<file path="src/rtl/pipeline_flow_ctrl_pkg.sv">
// Shared types for the pipeline flow controller: FSM states, redirect sources
// and the stage index constants of the classic five-stage pipeline.
package flow_pkg;

    typedef enum logic [1:0] {
        RUN        = 2'd0,
        MC_WAIT    = 2'd1,
        TRAP_DRAIN = 2'd2,
        TRAP_REDIR = 2'd3
    } state_t;

    typedef enum logic [1:0] {
        BRANCH = 2'd0,
        TRAP   = 2'd1,
        MRET   = 2'd2
    } redirect_sel_t;

    localparam int IF  = 0;
    localparam int ID  = 1;
    localparam int EXE = 2;
    localparam int MEM = 3;
    localparam int WB  = 4;

    // Drain counter width; it covers the full 0..15 range of drain cycles.
    localparam int DRAIN_W = 4;

endpackage

</file>
<file path="src/rtl/pipeline_flow_ctrl_sat_counter.sv">
// Saturating up-counter with synchronous clear; clear wins over increment.
module sat_counter #(
    parameter int W = 32
) (
    input  logic         clk,
    input  logic         reset,
    input  logic         inc,
    input  logic         clr,
    output logic [W-1:0] count
);

    always_ff @(posedge clk or posedge reset) begin
        if (reset) begin
            count <= '0;
        end else if (clr) begin
            count <= '0;
        end else if (inc && (count != {W{1'b1}})) begin
            count <= count + W'(1);
        end
    end

endmodule

</file>
<file path="src/rtl/pipeline_flow_ctrl.sv">
// Pipeline hazard/flow controller: per-register enables and flushes, PC enable,
// redirect selection for branch/trap/mret, and a stall-cycle counter.
module pipeline_flow_ctrl
    import flow_pkg::*;
#(
    parameter int NUM_STAGES   = 5,
    parameter int EXE_STAGE    = 2,
    parameter int BR_STAGE     = 3,
    parameter int DRAIN_CYCLES = 1,
    parameter int CNT_W        = 32
) (
    input  logic                  clk,
    input  logic                  reset,
    input  logic                  stall_pipl,
    input  logic                  load_hazard,
    input  logic                  branch_taken,
    input  logic                  mc_start,
    input  logic                  mc_done,
    input  logic                  trap_req,
    input  logic                  mret_req,
    input  logic                  cnt_clr,
    output logic [NUM_STAGES-2:0] reg_en,
    output logic [NUM_STAGES-2:0] reg_clr,
    output logic                  pc_reg_en,
    output logic                  redirect_valid,
    output logic [1:0]            redirect_sel,
    output logic                  trap_ack,
    output logic                  mret_ack,
    output logic [CNT_W-1:0]      stall_cnt,
    output state_t                fsm_state
);

    localparam int R = NUM_STAGES - 1;

    function automatic logic [R-1:0] low_ones(input int n);
        logic [R-1:0] m;
        m = '0;
        for (int i = 0; i < R; i++) begin
            if (i < n) m[i] = 1'b1;
        end
        return m;
    endfunction

    function automatic logic [R-1:0] one_hot(input int n);
        logic [R-1:0] m;
        m = '0;
        for (int i = 0; i < R; i++) begin
            if (i == n) m[i] = 1'b1;
        end
        return m;
    endfunction

    // Flush covers every register younger than the resolving stage.
    localparam logic [R-1:0] FLUSH_MASK   = low_ones(BR_STAGE);
    localparam logic [R-1:0] MC_HOLD_MASK = low_ones(EXE_STAGE);
    localparam logic [R-1:0] MC_BUBBLE    = one_hot(EXE_STAGE);
    localparam logic [R-1:0] LH_HOLD_MASK = low_ones(EXE_STAGE - 1);
    localparam logic [R-1:0] LH_BUBBLE    = one_hot(EXE_STAGE - 1);

    state_t               state;
    state_t               state_nxt;
    logic [DRAIN_W-1:0]   drain_cnt;
    logic [DRAIN_W-1:0]   drain_nxt;

    assign fsm_state = state;

    // An external memory stall freezes the controller together with the pipe.
    always_ff @(posedge clk or posedge reset) begin
        if (reset) begin
            state     <= RUN;
            drain_cnt <= '0;
        end else if (!stall_pipl) begin
            state     <= state_nxt;
            drain_cnt <= drain_nxt;
        end
    end

    always_comb begin
        state_nxt      = state;
        drain_nxt      = drain_cnt;
        reg_en         = '1;
        reg_clr        = '0;
        pc_reg_en      = 1'b1;
        redirect_valid = 1'b0;
        redirect_sel   = BRANCH;
        trap_ack       = 1'b0;
        mret_ack       = 1'b0;

        if (stall_pipl) begin
            reg_en    = '0;
            pc_reg_en = 1'b0;
        end else begin
            case (state)
                RUN: begin
                    if (trap_req) begin
                        reg_clr   = FLUSH_MASK;
                        pc_reg_en = 1'b0;
                        drain_nxt = DRAIN_W'(DRAIN_CYCLES);
                        state_nxt = (DRAIN_CYCLES > 0) ? TRAP_DRAIN : TRAP_REDIR;
                    end else if (mret_req) begin
                        redirect_valid = 1'b1;
                        redirect_sel   = MRET;
                        mret_ack       = 1'b1;
                        reg_clr        = FLUSH_MASK;
                    end else if (branch_taken) begin
                        redirect_valid = 1'b1;
                        redirect_sel   = BRANCH;
                        reg_clr        = FLUSH_MASK;
                    end else if (mc_start && !mc_done) begin
                        state_nxt = MC_WAIT;
                    end else if (load_hazard) begin
                        pc_reg_en = 1'b0;
                        reg_en    = ~LH_HOLD_MASK;
                        reg_clr   = LH_BUBBLE;
                    end
                end

                MC_WAIT: begin
                    // Younger stages hold, a bubble leaves EXE, older stages drain.
                    if (mc_done) begin
                        state_nxt = RUN;
                    end else begin
                        pc_reg_en = 1'b0;
                        reg_en    = ~MC_HOLD_MASK;
                        reg_clr   = MC_BUBBLE;
                    end
                end

                TRAP_DRAIN: begin
                    reg_clr   = FLUSH_MASK;
                    pc_reg_en = 1'b0;
                    if (drain_cnt != '0) drain_nxt = drain_cnt - DRAIN_W'(1);
                    if (drain_cnt <= DRAIN_W'(1)) state_nxt = TRAP_REDIR;
                end

                TRAP_REDIR: begin
                    redirect_valid = 1'b1;
                    redirect_sel   = TRAP;
                    trap_ack       = 1'b1;
                    reg_clr        = FLUSH_MASK;
                    state_nxt      = RUN;
                end

                default: begin
                    state_nxt = RUN;
                end
            endcase
        end
    end

    sat_counter #(
        .W(CNT_W)
    ) u_stall_cnt (
        .clk   (clk),
        .reset (reset),
        .inc   (~pc_reg_en),
        .clr   (cnt_clr),
        .count (stall_cnt)
    );

endmodule

</file>
<file path="config.mk">
export PLATFORM = sky130hd
export DESIGN_NAME = pipeline_flow_ctrl
export DESIGN_NICKNAME = d
export VERILOG_FILES = /design/src/rtl/pipeline_flow_ctrl_pkg.sv /design/src/rtl/pipeline_flow_ctrl_sat_counter.sv /design/src/rtl/pipeline_flow_ctrl.sv
export SDC_FILE = /design/constraint.sdc
export NUM_CORES = 1
export LEC_CHECK = 0
export ABC_AREA = 1
export CORE_AREA = 2 2 90 92
export CTS_CLUSTER_SIZE = 24
export DETAILED_ROUTE_END_ITERATION = 7
export DIE_AREA = 0 0 92 94
export PLACE_DENSITY = 0.67
export SYNTH_ARGS = -nofsm -noshare
export SYNTH_HDL_FRONTEND = slang
export SYNTH_SLANG_ARGS = --single-unit
</file>
<file path="constraint.sdc">
create_clock -name clk -period 4.45 [get_ports clk]
set_input_delay 0.89 -clock clk [delete_from_list [all_inputs] [get_ports clk]]
set_output_delay 0.89 -clock clk [all_outputs]
set_load 0.02 [all_outputs]
</file>
==> results.md, run 1 <==
* Die ar. at 8648 sq um
* Hold WC Path Type: reg -> reg
* Leak pwr at 1.651 nW
* Final setup TNS at 0 ns
* DR pass1 iterations at 4
* GRT overflow at 0
* Netlist Area Pre-Place at 2967 sq um
* Drc violations at 0
* Total power at 1.125 mW
* Fin nets at 551
* Pwr Density at 306.4 nW/um^2
* CTS H-tree lvls at 2
* Core area at 7607 sq um
* Clk_skew at 0.01126 ns
* Max Slew Vio Count at 0
* Cts repair resizes at 0
* Top Ports at 58
* Largest net degree at the start of global routing at 39
* Post-synth top area share at 0.3205
* Share of cells above drive strength 1 at 0.04120
* Critical Path End: reg_en[0]
* Arr. time, crit path at 2.67 ns
* Clk sinks at 38
* Crit. End Element: output pin
* Crit path time final at 3.564 ns
* Flop2flop setup slack at 2.05 ns
* CP startpoint: mc_done
* CTS tree: yes
* Hold buffers post-CTS at 0
* GP Congestion at 0.8722
* Synth Warn # at 0
* Max-cap violation count at 0
* Crit path kind: in -> out
* RSZ-0062 raised after global routing: no
* GRT Total Usage at 0.1938
* Worst skew pair latency at 0.30 ns
* Die X-Extent at 92 um
* Post-synthesis cell count at 483
* Register area share after synthesis at 0.3205
* Worst EP required at 3.56 ns
* Post-synthesis average cell area at 6.142 sq um
* Post-CTS setup buffer count at 0
* Clock transition at path regs at 0.07 ns
* F_max at 280.6 MHz
* Fill cell count at 829
* Utilization after layout at 0.4827
* Total nets after synthesis at 501
* Area contributors post-synth: dfrtp_1 32%, nand2_1 23%, nor2_1 11%
* Area leader, netlist: dfrtp_1
* Status: completed
* Final Cycle Share at 0.8009
* WL per Instance at 12.39 um
* VDD IR-drop max at 0.1360 mV
* Initial Util at 0.3900
* Vias in the first global route at 2812
* # placed instances at 628
* Via count at 3033
* Yosys reg bits at 38
* Post-synthesis cell type count at 26
* Final setup fails at 0
* Area Overhead vs Synth at 23.79%
* Capturing point of the worst reg2reg path: u_stall_cnt.count[19]$_DFFE_PP0P_
* Worst R2R Start: fsm_state[0]$_DFFE_PP0P_
* Diode count at 0
* Slew HR at 0.5887
* TritonCTS Buffers at 5
* Hold Fails Final Rpt at 0
* CP Launch Type: primary input
* Final Instance Count excl. Fillers at 636
* R2R depth at 11
* Reg area at 950.9 sq um
* Post-route ant nets at 0
* Deepest clock path buffer count at 2
* Area of the multi-input gates at 1747 sq um
* Worst slew pin tran at 0.6163 ns
* Drt initial violations at 193
* Total Wirelength at 7878 um
* Antenna violations before repair at 0
* Detail Placement HPWL at 5883 um
* Worst-path fanout max at 4
* First-pass GRT wire length at 13590 um
* Placement Rows at 32
* Clk Tree Root Cell: clkbuf_8
* Die Y at 94 um
* Via density at 4.769
* # port buffers at 56
## critical path, stage by stage
cell             delay, ns
clkdlybuf4s50_1       0.52
inv_1                 0.07
a21boi_0              0.24
nand2_1               0.11
o21ai_0               0.17
a31oi_1               0.10
clkdlybuf4s50_1       0.56
## through the flow
step	instance area [sq um]	hold slack, ns	setup WS [ns]
after floorplan	2967	0.4530	1.810
after global placement	3577	0.4767	0.9559
after detailed placement	3577	0.4955	0.9040
after CTS	3672	0.5136	0.9070
after global routing	3672	0.5884	0.7617
final	3672	0.5093	0.8860
## flip-flops by register name, indices dropped and copies added (netlist names)
| register | cells |
|---|---|
| drain_cnt | 4 |
| fsm_state | 2 |
| u_stall_cnt.count | 32 |
## worst min-delay path by stage
stage / slack (ns) / startpoint / depth (start not counted) / end
6_report: 0.51 / drain_cnt[1]$_DFFE_PP0P_ / 2 / drain_cnt[1]$_DFFE_PP0P_
5_1_grt: 0.59 / drain_cnt[1]$_DFFE_PP0P_ / 2 / drain_cnt[1]$_DFFE_PP0P_
4_1_cts: 0.51 / drain_cnt[1]$_DFFE_PP0P_ / 2 / drain_cnt[1]$_DFFE_PP0P_
3_5_place_dp: 0.50 / drain_cnt[1]$_DFFE_PP0P_ / 2 / drain_cnt[1]$_DFFE_PP0P_
3_3_place_gp: 0.48 / drain_cnt[1]$_DFFE_PP0P_ / 2 / drain_cnt[1]$_DFFE_PP0P_
2_1_floorplan: 0.45 / drain_cnt[1]$_DFFE_PP0P_ / 2 / drain_cnt[1]$_DFFE_PP0P_
## synth_stat cells
cell / n
o21a_1: 1
nor3_1: 5
nor3b_1: 2
nor2_4: 3
dfrtp_1: 38
buf_4: 6
nor2_2: 2
buf_2: 2
nand2_1: 182
nand2_4: 3
buf_1: 1
nand3_1: 55
a31oi_1: 1
xor2_1: 7
inv_1: 44
xnor2_1: 7
nand2_2: 2
clkbuf_1: 5
buf_6: 2
o21ai_0: 9
inv_2: 1
a21boi_0: 1
ha_1: 8
nor2_1: 90
a21oi_1: 5
conb_1: 1
## cells by family (layout without fill, tap and decap cells)
kind of cell,after synthesis,in the layout,synth area share
simple gates,344,344,0.4816
buf+inv,61,112,0.09068
flops,38,38,0.3205
compound gates,17,17,0.03079
xor+xnor,14,14,0.04133
fa+ha+maj,8,8,0.03374
other cells,1,1,0.001264
## report_power, final
part           internal [mW]  switching, mW
logic                  0.170          0.296
clock network          0.125          0.130
registers              0.374         0.0299
total                  0.669          0.456
## cell type report
| cell class | instances | area share |
|---|---|---|
| Multi-Input combinational cell | 384 | 0.4756 |
| Sequential cell | 38 | 0.2589 |
| Timing Repair Buffer | 59 | 0.1588 |
| Inverter | 45 | 0.04600 |
| Tap cell | 102 | 0.03475 |
| Clock buffer | 6 | 0.02249 |
| Clock inverter | 2 | 0.003407 |
## metal layers
| metal | wire [um] | share of wire | track usage |
|---|---|---|---|
| met5 | 0 | 0 | 0 |
| met1 | 3669 | 0.47 | 0.2599 |
| met3 | 349 | 0.044 | 0.03050 |
| met2 | 3805 | 0.48 | 0.3321 |
| met4 | 53 | 0.0067 | 0.03980 |
## placed cells by master, fill, tap and decap left out, types with 3 or more instances in the layout
cell type / Yosys / final
o21ai_0: 9 / 9
nor3_1: 5 / 5
nor2_4: 3 / 3
nand2_1: 182 / 182
clkbuf_8: 0 / 6
dfrtp_1: 38 / 38
xor2_1: 7 / 7
inv_1: 44 / 44
nand2_4: 3 / 3
nand3_1: 55 / 55
nor2_1: 90 / 90
a21oi_1: 5 / 5
clkdlybuf4s50_1: 0 / 56
ha_1: 8 / 8
buf_4: 6 / 3
xnor2_1: 7 / 7
Note: power is estimated with default switching activity, not from simulation.
==> run 2, diff against run 1 <==
--- a/config.mk
+++ b/config.mk
@@ -10,7 +10,7 @@
 export CTS_CLUSTER_SIZE = 24
 export DETAILED_ROUTE_END_ITERATION = 7
 export DIE_AREA = 0 0 92 94
-export PLACE_DENSITY = 0.67
+export PLACE_DENSITY = 0.69
 export SYNTH_ARGS = -nofsm -noshare
 export SYNTH_HDL_FRONTEND = slang
 export SYNTH_SLANG_ARGS = --single-unit
==> constraint.sdc (replaced) <==
create_clock -name clk -period 3.2 [get_ports clk]
set_input_delay 0.64 -clock clk [delete_from_list [all_inputs] [get_ports clk]]
set_output_delay 0.64 -clock clk [all_outputs]
set_load 0.02 [all_outputs]
==> run 2 against run 1 <==
  * Via count up 1.7%
  * Critical path depth unchanged
  * Die area unchanged
  * Wire length is 2.3% higher
  * Sequential power up 39%
  * Global-route usage rose by 0.44 points
  * Largest power group unchanged
==> results.md, run 2 (synthesis gave the netlist of run 1 again) <==
* CTS tree: yes
* Pwr Density at 422.2 nW/um^2 (+38%)
* Max reg flops at 32 (unchanged)
* Drc violations at 0 (unchanged)
* Crit path buffers/inverters at 3 (unchanged)
* Final Cycle Share at 0.9395
* F_max at 332.6 MHz
* Post-route ant nets at 0 (unchanged)
* Slew HR at 0.5788 (-0.009895)
* Deepest clock path buffer count at 2 (unchanged)
* GRT overflow at 0 (unchanged)
* Clk_skew at 0.005936 ns (-0.005328 ns)
* Final setup fails at 0 (unchanged)
* Crit. End Element: output pin
* Final setup TNS at 0 ns (unchanged)
* DR pass1 iterations at 6 (+2)
* # port buffers at 56 (unchanged)
* Max Slew Vio Count at 0 (unchanged)
* TritonCTS Buffers at 5 (unchanged)
* Most common cell after layout, fill and taps aside: nand2_1
* Fin nets at 551 (unchanged)
* Diode count at 0 (unchanged)
* Die ar. at 8648 sq um (unchanged)
* Share of cells above drive strength 1 at 0.03752 (-0.003675)
* Worst path cell trace: clkdlybuf4s50_1 > inv_1 > a21boi_0 > nand2_1 > o21ai_0 > a31oi_1 > clkdlybuf4s50_1
* Clk sinks at 38 (unchanged)
* Top Ports at 58 (unchanged)
* Status: completed
* CP Launch Type: primary input
* Max-cap violation count at 0 (unchanged)
* Detail Placement HPWL at 6063 um (+3.1%)
* Hold Fails Final Rpt at 0 (unchanged)
* Hold WC Path Type: reg -> reg
* Crit path kind: in -> out
* Total Wirelength at 8063 um (+2.3%)
* Max incr delay on CP at 0.56 ns (about the same)
* Drt initial violations at 162 (-16%)
* Die X-Extent at 92 um (unchanged)
* VDD IR-drop max at 0.1454 mV (+6.9%)
* Leak pwr at 1.642 nW (-0.54%)
* Largest net degree at the start of global routing at 39 (unchanged)
* Largest delay contributor family on the critical path: buffers and inverters
* Placement Rows at 32 (unchanged)
* Post-CTS setup buffer count at 0 (unchanged)
* Critical path's slowest cell: clkdlybuf4s50_1
* Most frequent cells in the layout: 182 x nand2_1, 89 x nor2_1, 56 x clkdlybuf4s50_1
* Core area at 7607 sq um (unchanged)
* Arr. time, crit path at 2.37 ns (-0.30 ns)
* RSZ-0062 raised after global routing: no
* Antenna violations before repair at 0 (unchanged)
* Clock transition at path regs at 0.07 ns (about the same)
* Fill cell count at 825 (-0.48%)
* First-pass GRT wire length at 13770 um (+1.3%)
* CTS H-tree lvls at 2 (unchanged)
* Most Frequent Cell on Critical Path: clkdlybuf4s50_1
* Area Overhead vs Synth at 23.24%
* Worst-path fanout max at 4 (unchanged)
* Reg with most FFs: u_stall_cnt.count
* WL per Instance at 12.70 um (+2.5%)
* Vias in the first global route at 2890 (+2.8%)
* Worst slew pin tran at 0.6311 ns (+0.01483 ns)
* Crit path time final at 3.007 ns
* GRT Total Usage at 0.1981 (+0.004358)
* Via count at 3084 (+1.7%)
* Worst skew pair latency at 0.30 ns (about the same)
* Worst EP required at 2.56 ns (-1.00 ns)
* Die Y at 94 um (unchanged)
* Clk Tree Root Cell: clkbuf_8
* Initial Util at 0.3900 (unchanged)
* GP Congestion at 0.9066 (+3.9%)
* Total power at 1.543 mW (+37%)
* Via density at 4.857 (+1.8%)
-- run 2: power by group --
part           switching (mW)  internal, mW
Clock                   0.171         0.150
Combinational           0.420         0.239
Sequential             0.0426         0.521
Total                   0.634         0.909
-- run 2: worst register-to-register path, delay by kind of cell (launching register included) --
family / cells / cell delay, ns
DFF: 1 / 0.44
and+or+nand+nor: 9 / 1.45
adders and majority gates: 1 / 0.30
-- run 2: worst paths after layout --
kind	start	to	slack, ns	cells after the start
max in group asynchronous	reset	u_stall_cnt.count[22]$_DFFE_PP0P_	2.08	3
setup reg to reg	u_stall_cnt.count[0]$_DFFE_PP0P_	u_stall_cnt.count[29]$_DFFE_PP0P_	0.88	10
hold / removal	drain_cnt[1]$_DFFE_PP0P_	drain_cnt[1]$_DFFE_PP0P_	0.53	2
min in group asynchronous	reset	u_stall_cnt.count[3]$_DFFE_PP0P_	0.77	3
hold reg to reg	drain_cnt[1]$_DFFE_PP0P_	drain_cnt[1]$_DFFE_PP0P_	0.53	2
setup / recovery	mc_done	reg_en[0]	0.19	7
-- run 2: cell type report --
class / instances / area [sq um] / area share
sequential: 38 / 950.9 / 0.2601
clock buffer: 7 / 76.32 / 0.02088
multi-input combinational: 384 / 1749 / 0.4784
tap: 102 / 127.6 / 0.03491
inverter: 45 / 168.9 / 0.04620
timing repair buffer: 59 / 583.1 / 0.1595
-- run 2: metal layers --
layer	vias to the layer above	share of wire	track usage
met5	-	0	0
met1	1420	0.48	0.2572
met3	11	0.032	0.02327
li1	1589	-	-
met2	64	0.48	0.3456
met4	0	0.011	0.06219
-- run 2: what timing repair did --
item | CTS | global route
setup endpoints to repair | 0 | 3
hold buffers | 0 | 0
resized for setup | 0 | 1
-- run 2: stage by stage --
stage	cells	instance area [sq um]	worst slack [ns]	hold slack [ns]	util
floorplan	483	2967	0.8618	0.4530	-
global placement	628	3577	0.2208	0.4830	0.4702
detailed placement	628	3577	0.1790	0.5267	0.4702
CTS	635	3654	0.1198	0.5429	0.4803
global route	635	3656	0.02168	0.5795	0.4806
finish	635	3656	0.1935	0.5325	0.4806
==> run 3, diff against run 2 <==
--- a/config.mk
+++ b/config.mk
@@ -6,11 +6,14 @@
 export NUM_CORES = 1
 export LEC_CHECK = 0
 export ABC_AREA = 1
-export CORE_AREA = 2 2 90 92
+export CELL_PAD_IN_SITES_DETAIL_PLACEMENT = 0
+export CELL_PAD_IN_SITES_GLOBAL_PLACEMENT = 2
+export CORE_AREA = 2 2 112 114
 export CTS_CLUSTER_SIZE = 24
 export DETAILED_ROUTE_END_ITERATION = 7
-export DIE_AREA = 0 0 92 94
-export PLACE_DENSITY = 0.69
+export DIE_AREA = 0 0 114 116
+export GPL_TIMING_DRIVEN = 0
+export PLACE_DENSITY = 0.81
 export SYNTH_ARGS = -nofsm -noshare
 export SYNTH_HDL_FRONTEND = slang
 export SYNTH_SLANG_ARGS = --single-unit
==> run 3 against run 2 <==
  * Sequential power barely moved
  * Largest cell class unchanged
  * Critical endpoint is now pc_reg_en
  * Clock power rose by 110%
  * Final area rose by 6.5%
  * First-iteration DRC count rose by 2.5%
  * Critical path depth rose by 2
==> results.md, run 3 (synthesis gave the netlist of run 1 again) <==
* Status: completed
* Clk sinks at 38 (unchanged)
* Drc violations at 0 (unchanged)
* Crit path buffers/inverters at 4 (+1)
* Vias in the first global route at 3068 (+6.2%)
* Worst skew pair latency at 0.29 ns (about the same)
* Detail Placement HPWL at 7408 um (+22%)
* Antenna violations before repair at 0 (unchanged)
* Worst EP required at 2.56 ns (about the same)
* Arr. time, crit path at 2.38 ns (about the same)
* Final Cycle Share at 0.9440 (+0.004424)
* Max reg flops at 32 (unchanged)
* Initial Util at 0.2491 (-0.1409)
* Largest delay contributor family on the critical path: buffers and inverters
* Max-cap violation count at 0 (unchanged)
* Area Overhead vs Synth at 31.29%
* Hold Fails Final Rpt at 0 (unchanged)
* Final Instance Count excl. Fillers at 692 (+9.0%)
* Placement Rows at 40 (+25%)
* Worst path cell trace: clkdlybuf4s50_1 > inv_1 > a21boi_1 > nand2_1 > nand2_1 > nand2_1 > nand2_1 > inv_1 > clkdlybuf4s50_1
* Slew HR at 0.4197 (-0.1591)
* Most Frequent Cell on Critical Path: nand2_1
* Clk_skew at 0.004065 ns (-0.001871 ns)
* Hold WC Path Type: reg -> reg
* Total power at 1.936 mW (+25%)
* Die ar. at 13220 sq um (+53%)
* Worst slew pin tran at 0.8692 ns (+0.2381 ns)
* GRT Total Usage at 0.1538 (-0.04427)
* F_max at 331.1 MHz (-0.47%)
* Fin nets at 562 (+2.0%)
* Max incr delay on CP at 0.55 ns (about the same)
* First-pass GRT wire length at 15880 um (+15%)
* Clock transition at path regs at 0.06 ns (about the same)
* Largest net degree at the start of global routing at 39 (unchanged)
* Utilization after layout at 0.3270 (-0.1536)
* # port buffers at 54 (-3.6%)
* Post-route ant nets at 0 (unchanged)
* Most common cell after layout, fill and taps aside: nand2_1
* Crit path time final at 3.021 ns (+0.01416 ns)
* Clk Tree Root Cell: clkbuf_16
* Dpl ws at 0.07613 ns (-0.1028 ns)
* WL per Instance at 13.69 um (+7.8%)
* Via density at 4.468 (-8.0%)
* CTS tree: yes
* Max Slew Vio Count at 0 (unchanged)
* Drt initial violations at 166 (+2.5%)
* Post-route setup slack at 0.1793 ns (-0.01416 ns)
* Diode count at 0 (unchanged)
* Total Wirelength at 9476 um (+18%)
* Deepest clock path buffer count at 2 (unchanged)
* CP Launch Type: primary input
* Crit path kind: in -> out
* Most frequent cells in the layout: 182 x nand2_1, 89 x nor2_1, 55 x nand3_1
* Final setup fails at 0 (unchanged)
* Core area at 11910 sq um (+57%)
* Critical path's slowest cell: clkdlybuf4s50_1
* DR pass1 iterations at 4 (-2)
* VDD IR-drop max at 0.2598 mV (+79%)
* Via count at 3092 (+0.26%)
* Worst-path fanout max at 4 (unchanged)
* Share of cells above drive strength 1 at 0.05688 (+0.01936)
* GP Congestion at 0.8945 (-1.3%)
* CTS H-tree lvls at 2 (unchanged)
* Die X-Extent at 114 um (+24%)
* TritonCTS Buffers at 5 (unchanged)
* GRT overflow at 0 (unchanged)
* Crit. End Element: output pin
* Top Ports at 58 (unchanged)
* Leak pwr at 1.755 nW (+6.8%)
* Die Y at 116 um (+23%)
* Reg with most FFs: u_stall_cnt.count
* Pwr Density at 497.1 nW/um^2 (+18%)
* # placed instances at 684 (+8.9%)
run 3: cell type report:
class / instances / area (sq um)
clock buffers: 6 / 138.9
clock inverters: 2 / 60.06
well taps: 147 / 183.9
fillers: 1328 / 8016
plain buffers: 16 / 100.1
inverters: 45 / 168.9
flip-flops and latches: 38 / 950.9
multi-input cells: 384 / 1749
repair buffers: 54 / 543.0
run 3: final timing paths:
path / start / to / slack, ns / cells after the start
hold reg to reg: drain_cnt[1]$_DFFE_PP0P_ / drain_cnt[1]$_DFFE_PP0P_ / 0.50 / 2
setup reg to reg: u_stall_cnt.count[0]$_DFFE_PP0P_ / u_stall_cnt.count[18]$_DFFE_PP0P_ / 1.13 / 11
setup / recovery: mc_done / pc_reg_en / 0.18 / 9
max in group asynchronous: reset / u_stall_cnt.count[11]$_DFFE_PP0P_ / 1.80 / 2
hold / removal: drain_cnt[1]$_DFFE_PP0P_ / drain_cnt[1]$_DFFE_PP0P_ / 0.50 / 2
min in group asynchronous: reset / drain_cnt[2]$_DFFE_PP0P_ / 0.84 / 2
run 3: report_power, final:
| part | switching [mW] | leakage, nW | internal (mW) |
|---|---|---|---|
| combinational | 0.434 | 1.14 | 0.261 |
| clock | 0.210 | 0.0971 | 0.468 |
| sequential | 0.0417 | 0.521 | 0.521 |
run 3: metrics by stage:
| step | area, sq um | TNS (ns) | hold WS (ns) |
|---|---|---|---|
| 2_1_floorplan | 2967 | 0 | 0.4530 |
| 3_3_place_gp | 3691 | 0 | 0.4703 |
| 3_5_place_dp | 3691 | 0 | 0.4995 |
| 4_1_cts | 3890 | 0 | 0.5144 |
| 5_1_grt | 3895 | -0.002013 | 0.5274 |
| 6_report | 3895 | 0 | 0.5042 |
run 3: tightest hold or removal path, stage by stage (launching register included):
cell	delay [ns]
dfrtp_1	0.34
nand2_1	0.05
o21ai_0	0.07
run 3: repair_timing:
action	in CTS	in global routing
setup endpoints to repair	0	8
buffers inserted	0	0
hold buffers	0	0
resized for setup	0	3
run 3: per-layer routing:
| metal | share of wire | wire length [um] | global-route usage |
|---|---|---|---|
| met1 | 0.49 | 4603 | 0.2093 |
| met4 | 0.016 | 153 | 0.04634 |
| met3 | 0.050 | 473 | 0.02981 |
| met5 | 0 | 0 | 0 |
| met2 | 0.45 | 4245 | 0.2484 |
